===== config.mk =====
export PLATFORM = sky130hd
export DESIGN_NAME = mmio_responder_flat
export DESIGN_NICKNAME = d
export VERILOG_FILES = /design/src/rtl/mmio_responder_if.sv /design/src/rtl/mmio_responder.sv /design/src/flat_wrapper.sv
export SDC_FILE = /design/constraint.sdc
export NUM_CORES = 1
export LEC_CHECK = 0
export ABC_CLOCK_PERIOD_IN_PS = 6600
export CORE_MARGIN = 1.5
export CORE_UTILIZATION = 51
export DETAILED_ROUTE_END_ITERATION = 8
export PLACE_DENSITY = 0.89
export SETUP_SLACK_MARGIN = 0.05
export SKIP_CTS_REPAIR_TIMING = 1
export SYNTH_ARGS = -nofsm -noshare
export SYNTH_HDL_FRONTEND = slang
export SYNTH_SLANG_ARGS = --single-unit

===== constraint.sdc =====
create_clock -name clk -period 6.6 [get_ports clk]
set_clock_uncertainty 0.15 [all_clocks]
set_input_delay 0.66 -clock clk [delete_from_list [all_inputs] [get_ports clk]]
set_output_delay 0.66 -clock clk [all_outputs]
set_load 0.05 [all_outputs]

===== src/rtl/mmio_responder_if.sv =====
// mmio_responder_if: data-memory bus between the processor and the I/O page.
//   addr/wdata/we/re : driven by the processor (master)
//   rdata/sel        : driven by the responder (slave); rdata valid when sel is high
interface mmio_responder_if #(
   parameter int unsigned DBITS = 16
);
   logic [DBITS-1:0] addr;
   logic [DBITS-1:0] wdata;
   logic             we;
   logic             re;
   logic [DBITS-1:0] rdata;
   logic             sel;

   modport master (output addr, output wdata, output we, output re,
                   input  rdata, input sel);
   modport slave  (input  addr, input  wdata, input  we, input  re,
                   output rdata, output sel);
endinterface


===== src/rtl/mmio_responder.sv =====
// mmio_responder_debounce: 2-flop synchronizer plus stability counter for one input group.
//   din  : raw asynchronous vector
//   deb  : debounced vector (registered)
//   ev_c : high in the cycle whose closing edge loads a new debounced value
module mmio_responder_debounce #(
   parameter int unsigned W = 4,
   parameter int unsigned D = 10
) (
   input  logic         clk,
   input  logic         rst_n,
   input  logic [W-1:0] din,
   output logic [W-1:0] deb,
   output logic         ev_c
);
   localparam int unsigned CW = (D < 2) ? 1 : $clog2(D);

   logic [W-1:0]  s1, s2, prev;
   logic [CW-1:0] cnt;
   logic [CW-1:0] base_c;

   // A cycle in which the synchronized vector just changed opens a new window and counts as its first.
   always_comb begin
      base_c = (s2 != prev) ? '0 : cnt;
      ev_c   = (s2 != deb) && (base_c == CW'(D - 1));
   end

   always_ff @(posedge clk or negedge rst_n) begin
      if (!rst_n) begin
         s1   <= '0;
         s2   <= '0;
         prev <= '0;
         deb  <= '0;
         cnt  <= '0;
      end else begin
         s1   <= din;
         s2   <= s1;
         prev <= s2;
         if (s2 == deb) begin
            cnt <= '0;
         end else if (ev_c) begin
            cnt <= '0;
            deb <= s2;
         end else begin
            cnt <= base_c + CW'(1);
         end
      end
   end
endmodule

// mmio_responder: I/O page (0xFFF0-0xFFFF) decoder with key/switch inputs and display outputs.
//   clk, rst_n        : clock, async active-low reset
//   bus               : processor data bus (addr/wdata/we/re in, rdata/sel out)
//   key, sw           : raw board inputs (key active-low)
//   irq               : (KCTRL.RDY & IE) | (SCTRL.RDY & IE)
//   hexout, ledr, ledg: output registers
module mmio_responder #(
   parameter int unsigned DBITS           = 16,
   parameter int unsigned DEBOUNCE_CYCLES = 10
) (
   input  logic               clk,
   input  logic               rst_n,
   mmio_responder_if.slave    bus,
   input  logic [3:0]         key,
   input  logic [9:0]         sw,
   output logic               irq,
   output logic [DBITS-1:0]   hexout,
   output logic [9:0]         ledr,
   output logic [7:0]         ledg
);
   localparam logic [2:0] IDX_KDATA = 3'd0;
   localparam logic [2:0] IDX_SDATA = 3'd1;
   localparam logic [2:0] IDX_KCTRL = 3'd2;
   localparam logic [2:0] IDX_SCTRL = 3'd3;
   localparam logic [2:0] IDX_HEX   = 3'd4;
   localparam logic [2:0] IDX_LEDR  = 3'd5;
   localparam logic [2:0] IDX_LEDG  = 3'd6;

   // Control register bits packed as {ie, ovr, rdy}.
   logic [2:0] kctrl_q, sctrl_q, kctrl_d, sctrl_d;
   logic [3:0] kdeb;
   logic [9:0] sdeb;
   logic       k_ev_c, s_ev_c;
   logic       sel_c, wr_c, rd_c;
   logic [2:0] idx_c;
   logic [DBITS-1:0] rdata_c;
   logic       unused_addr0;

   assign unused_addr0 = bus.addr[0];

   mmio_responder_debounce #(.W(4), .D(DEBOUNCE_CYCLES)) u_key_db (
      .clk(clk), .rst_n(rst_n), .din(~key), .deb(kdeb), .ev_c(k_ev_c));

   mmio_responder_debounce #(.W(10), .D(DEBOUNCE_CYCLES)) u_sw_db (
      .clk(clk), .rst_n(rst_n), .din(sw), .deb(sdeb), .ev_c(s_ev_c));

   // Sticky status update; a same-cycle event beats any clear and leaves OVR low if RDY was cleared.
   function automatic logic [2:0] ctrl_next(input logic [2:0] cur, input logic ev,
                                            input logic wr, input logic rdclr,
                                            input logic [DBITS-1:0] wd);
      logic clr_rdy, clr_ovr;
      logic [2:0] nxt;
      nxt     = cur;
      clr_rdy = rdclr | (wr & ~wd[0]);
      clr_ovr = rdclr | (wr & ~wd[2]);
      if (wr)      nxt[2] = wd[4];
      if (clr_rdy) nxt[0] = 1'b0;
      if (clr_ovr) nxt[1] = 1'b0;
      if (ev) begin
         nxt[0] = 1'b1;
         if (clr_rdy)     nxt[1] = 1'b0;
         else if (cur[0]) nxt[1] = 1'b1;
      end
      return nxt;
   endfunction

   // Address decode and read mux.
   always_comb begin
      sel_c   = (bus.addr[DBITS-1:4] == 12'hFFF);
      idx_c   = bus.addr[3:1];
      wr_c    = sel_c & bus.we;
      rd_c    = sel_c & bus.re;
      rdata_c = '0;
      if (sel_c) begin
         case (idx_c)
            IDX_KDATA: rdata_c = DBITS'(kdeb);
            IDX_SDATA: rdata_c = DBITS'(sdeb);
            IDX_KCTRL: rdata_c = DBITS'({kctrl_q[2], 1'b0, kctrl_q[1], 1'b0, kctrl_q[0]});
            IDX_SCTRL: rdata_c = DBITS'({sctrl_q[2], 1'b0, sctrl_q[1], 1'b0, sctrl_q[0]});
            IDX_HEX:   rdata_c = hexout;
            IDX_LEDR:  rdata_c = DBITS'(ledr);
            IDX_LEDG:  rdata_c = DBITS'(ledg);
            default:   rdata_c = DBITS'(16'hDEAD);
         endcase
      end
      kctrl_d = ctrl_next(kctrl_q, k_ev_c, wr_c && (idx_c == IDX_KCTRL),
                          rd_c && (idx_c == IDX_KDATA), bus.wdata);
      sctrl_d = ctrl_next(sctrl_q, s_ev_c, wr_c && (idx_c == IDX_SCTRL),
                          rd_c && (idx_c == IDX_SDATA), bus.wdata);
   end

   assign bus.sel   = sel_c;
   assign bus.rdata = rdata_c;
   assign irq       = (kctrl_q[0] & kctrl_q[2]) | (sctrl_q[0] & sctrl_q[2]);

   // Status and output registers.
   always_ff @(posedge clk or negedge rst_n) begin
      if (!rst_n) begin
         kctrl_q <= '0;
         sctrl_q <= '0;
         hexout  <= '0;
         ledr    <= '0;
         ledg    <= '0;
      end else begin
         kctrl_q <= kctrl_d;
         sctrl_q <= sctrl_d;
         if (wr_c && (idx_c == IDX_HEX))  hexout <= bus.wdata;
         if (wr_c && (idx_c == IDX_LEDR)) ledr   <= bus.wdata[9:0];
         if (wr_c && (idx_c == IDX_LEDG)) ledg   <= bus.wdata[7:0];
      end
   end
endmodule


===== src/flat_wrapper.sv =====
// flat-port wrapper written by rule: the top's interface ports become plain ports
module mmio_responder_flat 
#(
   parameter int unsigned DBITS           = 16,
   parameter int unsigned DEBOUNCE_CYCLES = 10
)
  (clk, rst_n, key, sw, irq, hexout, ledr, ledg, bus_addr, bus_wdata, bus_we, bus_re, bus_rdata, bus_sel);
  mmio_responder_if #(.DBITS(DBITS)) bus_i ();
  input  logic clk;
  input  logic rst_n;
  input  logic [3:0] key;
  input  logic [9:0] sw;
  output logic irq;
  output logic [DBITS-1:0] hexout;
  output logic [9:0] ledr;
  output logic [7:0] ledg;
  input wire logic [$bits(bus_i.addr)-1:0] bus_addr;
  input wire logic [$bits(bus_i.wdata)-1:0] bus_wdata;
  input wire logic [$bits(bus_i.we)-1:0] bus_we;
  input wire logic [$bits(bus_i.re)-1:0] bus_re;
  output wire logic [$bits(bus_i.rdata)-1:0] bus_rdata;
  output wire logic [$bits(bus_i.sel)-1:0] bus_sel;
  assign bus_i.addr = bus_addr;
  assign bus_i.wdata = bus_wdata;
  assign bus_i.we = bus_we;
  assign bus_i.re = bus_re;
  assign bus_rdata = bus_i.rdata;
  assign bus_sel = bus_i.sel;
  mmio_responder #(.DBITS(DBITS), .DEBOUNCE_CYCLES(DEBOUNCE_CYCLES)) u_core (.clk(clk), .rst_n(rst_n), .bus(bus_i), .key(key), .sw(sw), .irq(irq), .hexout(hexout), .ledr(ledr), .ledg(ledg));
endmodule

==> impl_metrics.csv, run 1 <==
group,metric,value,unit
synthesis,synthesis.area,0.00462,sq mm
pwr,power_density,191,mW/mm^2
timing,rsz0062_at_grt,"no",
worst_setup_path,crit_start,"bus_addr[2]",
worst_setup_path,cp_max_fo,23,
cts,insertion_delay,360,ps
worst_setup_path,crit_type,"primary input to output port",
worst_setup_path,cp_common_cell,"clkdlybuf4s50_1",
final_layout,multi_input_area,0.00192,sq mm
pwr,vdd_ir_drop_max,0.151,mV
grt,antenna_found_initial,0,
floorplanning,design.core.area,0.00876,sq mm
placement,port_buffers,100,
worst_setup_path,cp-start-kind,"primary input",
final_layout,final_cell_mix,"dfrtp_1 (104), clkdlybuf4s50_1 (99), mux2_2 (45), xnor2_1 (24), nand2_1 (23)",
floorplanning,start_util,52.7,%
worst_setup_path,path_delay_family,"buffers and inverters",
routing,drc,0,
synthesis,synth_seq_area_share,56.4,%
cts,htree_levels,3,
timing,fin_crit_sh,69.7,%
timing,finalHoldViolCount,0,
worst_setup_path,cp_cell_sequence,"clkdlybuf4s50_1 -> nor2b_1 -> nand2_1 -> o21ai_0 -> a22oi_1 -> nor2_1 -> clkdlybuf4s50_1",
synthesis,async_flop_share,100,%
cts,max-clock-path-buffers,2,
cts,cts_buffers,9,
synthesis,ys.flop_type,"dfrtp_1",
routing,top_layer,"met4",
worst_setup_path,crit_arrival,3790,ps
floorplanning,die_area,0.00964,sq mm
run,cap_viol_max_count,0,
timing,min_period,4600,ps
grt,grt_max_degree,66,
synthesis,ys_ff_latch,104,
routing,drt_iter0_drc,156,
grt,grt_pass1_vias,3339,
placement,gp_congestion,0.801,
routing,num_vias,3146,
timing,timing.fmax,218,MHz
synthesis,netlist_instances,362,
worst_setup_path,path_buf_inv,2,
routing,finalWirelength,9810,um
grt,grt_usage,21.4,%
routing,drt-met1-wl,4050,um
final_layout,antenna_cells,0,
min_path,min_path_type,"primary input to asynchronous set/reset pin",
cts,cts-root-buf,"clkbuf_8",
cts,clock_sinks,104,
routing,drtAntennaViolNets,0,
synthesis,synth_edf_count,0,
final_layout,final_nets,516,
routing,wl_met2,5000,um
timing,tightest_slew,1180,ps
routing,routed_via_density,5.47,
cts,tritoncts,"done",
final_layout,drive_gt1_share,16.7,%
floorplanning,die_h,98.2,um
synthesis,syn_nets,416,
routing,wl_per_cell,17.1,um
status,run_status,"complete, no violations",
synthesis,ys_types,46,
final_layout,layout_commonest_cell,"dfrtp_1",
pwr,p_leak,2.61,nW
floorplanning,row_count,34,
worst_setup_path,slowest_delay,970,ps
worst_setup_path,slowest_stage,"clkdlybuf4s50_1",
grt,grt_pass1_wl,16200,um
pwr,power,0.00113,W
final_layout,area_growth_syn_to_layout,27.4,%
placement,dp_hpwl,7120,um
grt,gr-total-overflow,0,
worst_setup_path,reg2reg_from,"u_core.u_sw_db.s2[6]$_DFF_PN0_",
worst_setup_path,crit_path_end_kind,"output port",
routing,route.met3.wl,571,um
timing,drv_slew,0,
synthesis,ys.warnings.count,0,
worst_setup_path,worstPathRequired,5790,ps
floorplanning,io_pins,102,
synthesis,syn_avg_cell_area,12.8,sq um
timing,slew-limit-headroom,21.4,%
cts,clk_pin_slew,90,ps
timing,setup_viol,0,
floorplanning,die_width,98.2,um
timing,fin_setup_tns,0,ps
final_layout,nFillCells,633,
routing,first_pass_iters,4,
final_layout,seqCellArea,0.00260,sq mm
[routing by layer]
layer  global-route usage, %  vias up
met2                    36.4       89
met4                    8.67        0
met1                    26.5     1553
li1                        -     1486
met3                    4.87       18
met5                       0        -
[Yosys cell counts (all sizes together), types with 7 or more instances]
master | instances | area (sq um)
inv | 8 | 30.0
a21oi | 18 | 90.1
mux2 | 54 | 638
mux2i | 9 | 90.1
o21ai | 10 | 50.1
nor2 | 16 | 60.1
nand4 | 11 | 111
buf | 7 | 47.6
nor3 | 7 | 35.0
dfrtp | 104 | 2600
xnor2 | 24 | 210
nand2 | 23 | 86.3
[cell families (layout without fill, tap and decap cells)]
group / after synthesis / count (layout) / share of synthesized area, %
flip-flops: 104 / 104 / 56.4
AND/OR/NAND/NOR: 90 / 90 / 12.2
multiplexers: 63 / 63 / 15.8
AO/OA/AOI/OAI: 50 / 50 / 6.72
XOR/XNOR: 30 / 30 / 5.69
buffers and inverters: 21 / 126 / 2.17
adder cells (fa/ha/maj): 4 / 4 / 1.08
[area by class of cell]
type | instances | area share, %
inverters | 8 | 0.510
clock buffers | 11 | 2.23
multi-input cells | 237 | 32.6
flip-flops and latches | 104 | 44.2
clock inverters | 5 | 0.957
well taps | 108 | 2.30
repair buffers | 102 | 17.2
[state kept, by name, indices dropped and copies added, names as in the netlist, 8 cells and up]
register             cells
u_core.ledg              8
u_core.hexout           16
u_core.ledr             10
u_core.u_sw_db.s1       10
u_core.u_sw_db.s2       10
u_core.u_sw_db.prev     10
u_core.u_sw_db.deb      10
[path summary, 6_finish.rpt]
check | cells past startpoint | slack, ps | endpoint
worst max-delay path | 7 | 2000 | bus_rdata[5]
worst min-delay path | 1 | 120 | u_core.hexout[1]$_DFFE_PN0P_
worst max register to register | 9 | 3270 | u_core.u_sw_db.deb[5]$_DFFE_PN0P_
worst min register to register | 0 | 200 | u_core.u_sw_db.s2[9]$_DFF_PN0_
max in group asynchronous | 2 | 5000 | u_core.u_sw_db.deb[3]$_DFFE_PN0P_
min in group clk | 0 | 200 | u_core.u_sw_db.s2[9]$_DFF_PN0_
[where the power goes]
group	switching (W)	internal, W	leakage, nW
logic	0.0000424	0.0000413	1.18
clock network	0.000206	0.000176	0.0937
registers	0.0000103	0.000651	1.33
[per-stage QoR]
stage | utilization (%) | setup slack (ps) | cell area (sq um) | instances | hold slack, ps
floorplan | - | 3150 | 4620 | 362 | 181
finish | 67.1 | 2000 | 5880 | 575 | 125
global route | 67.1 | 1840 | 5880 | 575 | 146
global placement | 65.0 | 2120 | 5700 | 559 | 184
CTS | 67.1 | 2060 | 5880 | 575 | 127
detailed placement | 65.0 | 2090 | 5700 | 559 | 185
Power figures use the tool's default switching activity.
==> run 2, diff against run 1 <==
--- a/config.mk
+++ b/config.mk
@@ -5,7 +5,7 @@
 export SDC_FILE = /design/constraint.sdc
 export NUM_CORES = 1
 export LEC_CHECK = 0
-export ABC_CLOCK_PERIOD_IN_PS = 6600
+export ABC_CLOCK_PERIOD_IN_PS = 4500
 export CORE_MARGIN = 1.5
 export CORE_UTILIZATION = 51
 export DETAILED_ROUTE_END_ITERATION = 8
==> constraint.sdc (replaced) <==
create_clock -name clk -period 4.5 [get_ports clk]
set_clock_uncertainty 0.15 [all_clocks]
set_input_delay 0.45 -clock clk [delete_from_list [all_inputs] [get_ports clk]]
set_output_delay 0.45 -clock clk [all_outputs]
set_load 0.05 [all_outputs]
==> impl_metrics.csv, run 2 (same netlist as run 1, synthesis figures left out) <==
group,metric,value,unit
pwr,vdd_ir_drop_max,0.183,mV
final_layout,multi_input_area,0.00192,sq mm
timing,setup_viol,0,
final_layout,layoutNonFillerInstCount,579,
min_path,min_path_type,"primary input to asynchronous set/reset pin",
worst_setup_path,crit_arrival,3070,ps
timing,hold_slack,-24.2,ps
worst_setup_path,reg2reg_slack,1050,ps
pwr,power,0.00163,W
worst_setup_path,cp_max_fo,12,
routing,drc,0,
cts,clock_sinks,104,
placement,dp.cells,563,
routing,drt_iter0_drc,229,
timing,fin_setup_tns,0,ps
cts,insertion_delay,370,ps
floorplanning,die_width,98.2,um
status,failed_checks,"negative hold slack",
grt,grt_usage,21.5,%
timing,tightest_slew,729,ps
grt,grt-busiest-layer,"met2",
timing,slew-limit-headroom,51.4,%
timing,timing.fmax,273,MHz
grt,gr-total-overflow,0,
grt,globalRouteMet1Util,26.4,%
pwr,p_leak,2.62,nW
cts,cts_buffers,9,
routing,finalWirelength,9940,um
worst_setup_path,cp-start-kind,"primary input",
timing,drv_slew,0,
final_layout,layout_commonest_cell,"dfrtp_1",
final_layout,regMostFlops,"u_core.hexout",
placement,gp_congestion,0.848,
worst_setup_path,crit_path_end_kind,"output port",
grt,grt_max_degree,59,
worst_setup_path,r2r-end,"u_core.u_sw_db.deb[6]$_DFFE_PN0P_",
final_layout,drive_gt1_share,18.5,%
placement,port_buffers,100,
final_layout,antenna_cells,0,
floorplanning,die_h,98.2,um
worst_setup_path,ff2ff_path_depth,9,
final_layout,final_cell_mix,"dfrtp_1 (104), clkdlybuf4s50_1 (95), mux2_2 (45), xnor2_1 (24), nand2_1 (23)",
routing,routed_via_density,5.49,
final_layout,final_area,0.00590,sq mm
placement,dp_hpwl,7100,um
grt,grt_pass1_vias,3357,
cts,max-clock-path-buffers,2,
cts,tritoncts,"done",
routing,first_pass_iters,5,
floorplanning,io_pins,102,
final_layout,seqCellArea,0.00260,sq mm
routing,wl_per_cell,17.2,um
placement,placed_area,0.00572,sq mm
cts,clk_pin_slew,100,ps
final_layout,nFillCells,644,
grt,antenna_found_initial,0,
status,run_status,"finished, violations left",
grt,met3_usage,4.72,%
worst_setup_path,worstPathRequired,3900,ps
timing,finalHoldViolCount,39,
grt,grt_pass1_wl,16400,um
final_layout,final_nets,520,
run,cap_viol_max_count,0,
cts,cts-root-buf,"clkbuf_8",
floorplanning,die_area,0.00964,sq mm
grt,grtUsageMet2,38.0,%
timing,rsz0062_at_grt,"no",
final_layout,area_growth_syn_to_layout,27.7,%
final_layout,largest_reg_flops,16,
floorplanning,row_count,34,
pwr,power_density,277,mW/mm^2
worst_setup_path,reg2reg_from,"u_core.u_sw_db.s2[6]$_DFF_PN0_",
floorplanning,start_util,52.7,%
routing,num_vias,3179,
routing,drtAntennaViolNets,0,
timing,fin_crit_sh,81.4,%
worst_setup_path,crit_type,"primary input to output port",
cts,htree_levels,3,
floorplanning,design.core.area,0.00876,sq mm
timing,min_period,3670,ps
## run 2: changes by cell type in the layout (fill, tap and decap cells not counted)
cell / change
buf_4: +8
clkdlybuf4s50_1: -4
clkinv_2: -2
clkinvlp_4: +2
bufinv_16: -1
clkbuf_1: -1
clkinv_4: +1
inv_8: +1
## run 2: area by class of cell
type,count,share of cell area [%]
Clock buffer,10,2.16
Clock inverter,6,0.870
Inverter,8,0.509
Multi-Input combinational cell,237,32.5
Sequential cell,104,44.1
Tap cell,108,2.29
Timing Repair Buffer,106,17.5
## run 2: how the worst max path moves through the flow
stage	slack (ps)	to	cells past startpoint	startpoint
after floorplan	1470	bus_rdata[4]	6	bus_addr[1]
after global placement	900	bus_rdata[15]	8	bus_addr[9]
after detailed placement	850	bus_rdata[12]	8	bus_addr[10]
after CTS	840	bus_rdata[12]	8	bus_addr[10]
after global routing	710	bus_rdata[15]	8	bus_addr[9]
final	830	bus_rdata[12]	8	bus_addr[9]
## run 2: where the power goes
| part | leakage, nW | total (W) | switching, W | internal (W) |
|---|---|---|---|---|
| Sequential | 1.33 | 0.000970 | 0.0000154 | 0.000954 |
| Clock | 0.0810 | 0.000538 | 0.000330 | 0.000208 |
| Combinational | 1.21 | 0.000125 | 0.0000629 | 0.0000621 |
## run 2: routing by layer
layer,vias up,part of all wire (%)
met5,-,0
met4,0,1.2
met1,1579,39
met2,102,53
met3,10,6.9
li1,1488,-
## run 2: critical path, cell delays in order
cell             delay [ps]
clkdlybuf4s50_1         460
nand4_1                  80
or3_1                   600
inv_1                   120
buf_4                   200
nand2_1                 160
a21oi_1                 160
clkdlybuf4s50_1         830
## run 2: per-stage QoR
step                      utilization (%)  setup slack, ps
after floorplan                         -             1470
after global placement               65.2              900
after detailed placement             65.2              854
after CTS                            67.3              843
after global routing                 67.3              710
final                                67.3              835
==> run 3, diff against run 2 <==
--- a/config.mk
+++ b/config.mk
@@ -5,7 +5,7 @@
 export SDC_FILE = /design/constraint.sdc
 export NUM_CORES = 1
 export LEC_CHECK = 0
-export ABC_CLOCK_PERIOD_IN_PS = 4500
+export ABC_CLOCK_PERIOD_IN_PS = 3400
 export CORE_MARGIN = 1.5
 export CORE_UTILIZATION = 51
 export DETAILED_ROUTE_END_ITERATION = 8
==> constraint.sdc (replaced) <==
create_clock -name clk -period 3.4 [get_ports clk]
set_clock_uncertainty 0.15 [all_clocks]
set_input_delay 0.34 -clock clk [delete_from_list [all_inputs] [get_ports clk]]
set_output_delay 0.34 -clock clk [all_outputs]
set_load 0.05 [all_outputs]
==> impl_metrics.csv, run 3 (same netlist as run 1, synthesis figures left out) <==
group,metric,value,unit
routing,first_pass_iters,5,
run,cap_viol_max_count,0,
worst_setup_path,crit_type,"flop to flop",
timing,fin_crit_sh,88.2,%
pwr,p_comb_share,7.9,%
routing,routed_via_density,5.50,
cts,cts_buffers,9,
min_path,hold_depth,0,
placement,port_buffers,100,
timing,slew-limit-headroom,59.0,%
pwr,p_leak,2.73,nW
final_layout,final_cell_mix,"dfrtp_1 (104), clkdlybuf4s50_1 (82), mux2_2 (45), xnor2_1 (24), nand2_1 (23)",
floorplanning,die_h,98.2,um
grt,grt_max_degree,60,
cts,tritoncts,"done",
floorplanning,die_area,0.00964,sq mm
final_layout,final_nets,525,
worst_setup_path,slowest_stage,"dfrtp_1",
worst_setup_path,cp-start-kind,"flop",
status,run_status,"complete, no violations",
floorplanning,start_util,52.7,%
min_path,whs_endpoint,"u_core.u_key_db.s2[3]$_DFF_PN0_",
worst_setup_path,cp_cell_sequence,"xnor2_1 -> nand4_2 -> nor3_1 -> and2_1 -> ha_1 -> nand3b_1 -> nor4_4 -> nand2b_1 -> buf_4 -> mux2_4",
pwr,power_density,354,mW/mm^2
timing,drv_slew,0,
cts,max-clock-path-buffers,2,
worst_setup_path,r2r-end,"u_core.u_sw_db.deb[5]$_DFFE_PN0P_",
worst_setup_path,crit_arrival,3090,ps
worst_setup_path,crit_path_end_kind,"flop",
timing,setup_ws,402,ps
timing,tightest_slew,612,ps
cts,clk_pin_slew,100,ps
final_layout,regMostFlops,"u_core.hexout",
grt,gr-total-overflow,0,
worst_setup_path,worstPathRequired,3500,ps
pwr,p_sw_share,24.9,%
grt,grt_usage,22.0,%
routing,wl_per_cell,17.3,um
timing,setup_viol,0,
routing,drt_iter0_drc,202,
min_path,min_path_type,"flop to flop",
grt,grt_pass1_wl,16500,um
timing,rsz0062_at_grt,"no",
grt,antenna_found_initial,0,
placement,place_ws,458,ps
timing,timing.fmax,334,MHz
routing,drtAntennaViolNets,0,
final_layout,area_growth_syn_to_layout,32.4,%
final_layout,drive_gt1_share,21.8,%
worst_setup_path,reg2reg_from,"u_core.u_sw_db.s2[4]$_DFF_PN0_",
routing,drc,0,
final_layout,largest_reg_flops,16,
final_layout,antenna_cells,0,
grt,grt_pass1_vias,3370,
timing,fin_setup_tns,0,ps
floorplanning,design.core.area,0.00876,sq mm
cts,htree_levels,3,
worst_setup_path,cp_max_fo,7,
timing,min_period,3000,ps
floorplanning,io_pins,102,
pwr,switching_power,0.000539,W
floorplanning,die_width,98.2,um
pwr,power.share.clock,32.9,%
worst_setup_path,ff2ff_path_depth,10,
pwr,power,0.00217,W
pwr,power_frac_seq,59.2,%
cts,clock_sinks,104,
worst_setup_path,slowest_delay,450,ps
floorplanning,row_count,34,
placement,dp_hpwl,7440,um
cts,cts-root-buf,"clkbuf_8",
routing,num_vias,3211,
routing,finalWirelength,10100,um
pwr,internal-power,0.00163,W
pwr,vdd_ir_drop_max,0.339,mV
timing,finalHoldViolCount,0,
final_layout,layout_commonest_cell,"dfrtp_1",
worst_setup_path,reg2reg_slack,400,ps
placement,gp_congestion,0.844,
min_path,hp-start,"u_core.u_key_db.s1[3]$_DFF_PN0_",
cts,insertion_delay,360,ps
==> run 3: power groups by stage <==
stage,clock (W),sequential [W],combinational (W)
floorplan,0,0.00130,0.0000649
global placement,0,0.00131,0.000166
detailed placement,0,0.00131,0.000172
CTS,0.000728,0.00128,0.000173
global route,0.000778,0.00129,0.000188
finish,0.000712,0.00128,0.000172
==> run 3: per-layer routing <==
metal  share of wire (%)  up-vias  GRT usage (%)
li1                    -     1500              -
met1                  41     1584           27.7
met2                  51      105           37.9
met3                 5.1       22           3.58
met4                 2.2        0           9.21
met5                   0        -              0
==> run 3: stage by stage <==
step | area (sq um) | cells | hold slack (ps) | utilization (%)
floorplan | 4620 | 362 | -106 | -
global placement | 5930 | 567 | 182 | 67.6
detailed placement | 5930 | 567 | 185 | 67.6
CTS | 6110 | 583 | -170 | 69.7
global route | 6120 | 584 | 208 | 69.8
finish | 6120 | 584 | 196 | 69.8
==> run 3: final cells by class <==
cell class	instances	area (sq um)
clock buffer	10	128
clock inverter	6	51.3
fill	598	2650
inverter	8	30.0
multi-input combinational	237	1920
sequential	104	2600
tap	108	135
timing repair buffer	111	1250
==> run 3: worst max-delay path: cells and delay by family (launching register included) <==
kind / cells / cell delay [ps]
fa+ha+maj: 1 / 210
xor+xnor: 1 / 250
buf+inv: 1 / 220
flops: 1 / 450
mux: 1 / 300
simple gates: 6 / 1310
==> run 3: how the worst max path moves through the flow <==
stage / from / end / slack [ps] / cells after the start
finish: u_core.u_sw_db.s2[4]$_DFF_PN0_ / u_core.u_sw_db.deb[5]$_DFFE_PN0P_ / 400 / 10
global placement: u_core.u_sw_db.s2[6]$_DFF_PN0_ / u_core.u_sw_db.deb[5]$_DFFE_PN0P_ / 570 / 10
global route: u_core.u_sw_db.s2[4]$_DFF_PN0_ / u_core.u_sw_db.deb[3]$_DFFE_PN0P_ / 220 / 10
detailed placement: u_core.u_sw_db.s2[4]$_DFF_PN0_ / u_core.u_sw_db.deb[1]$_DFFE_PN0P_ / 460 / 10
CTS: u_core.u_sw_db.s2[4]$_DFF_PN0_ / u_core.u_sw_db.deb[5]$_DFFE_PN0P_ / 410 / 10
floorplan: bus_addr[1] / bus_rdata[4] / 590 / 6
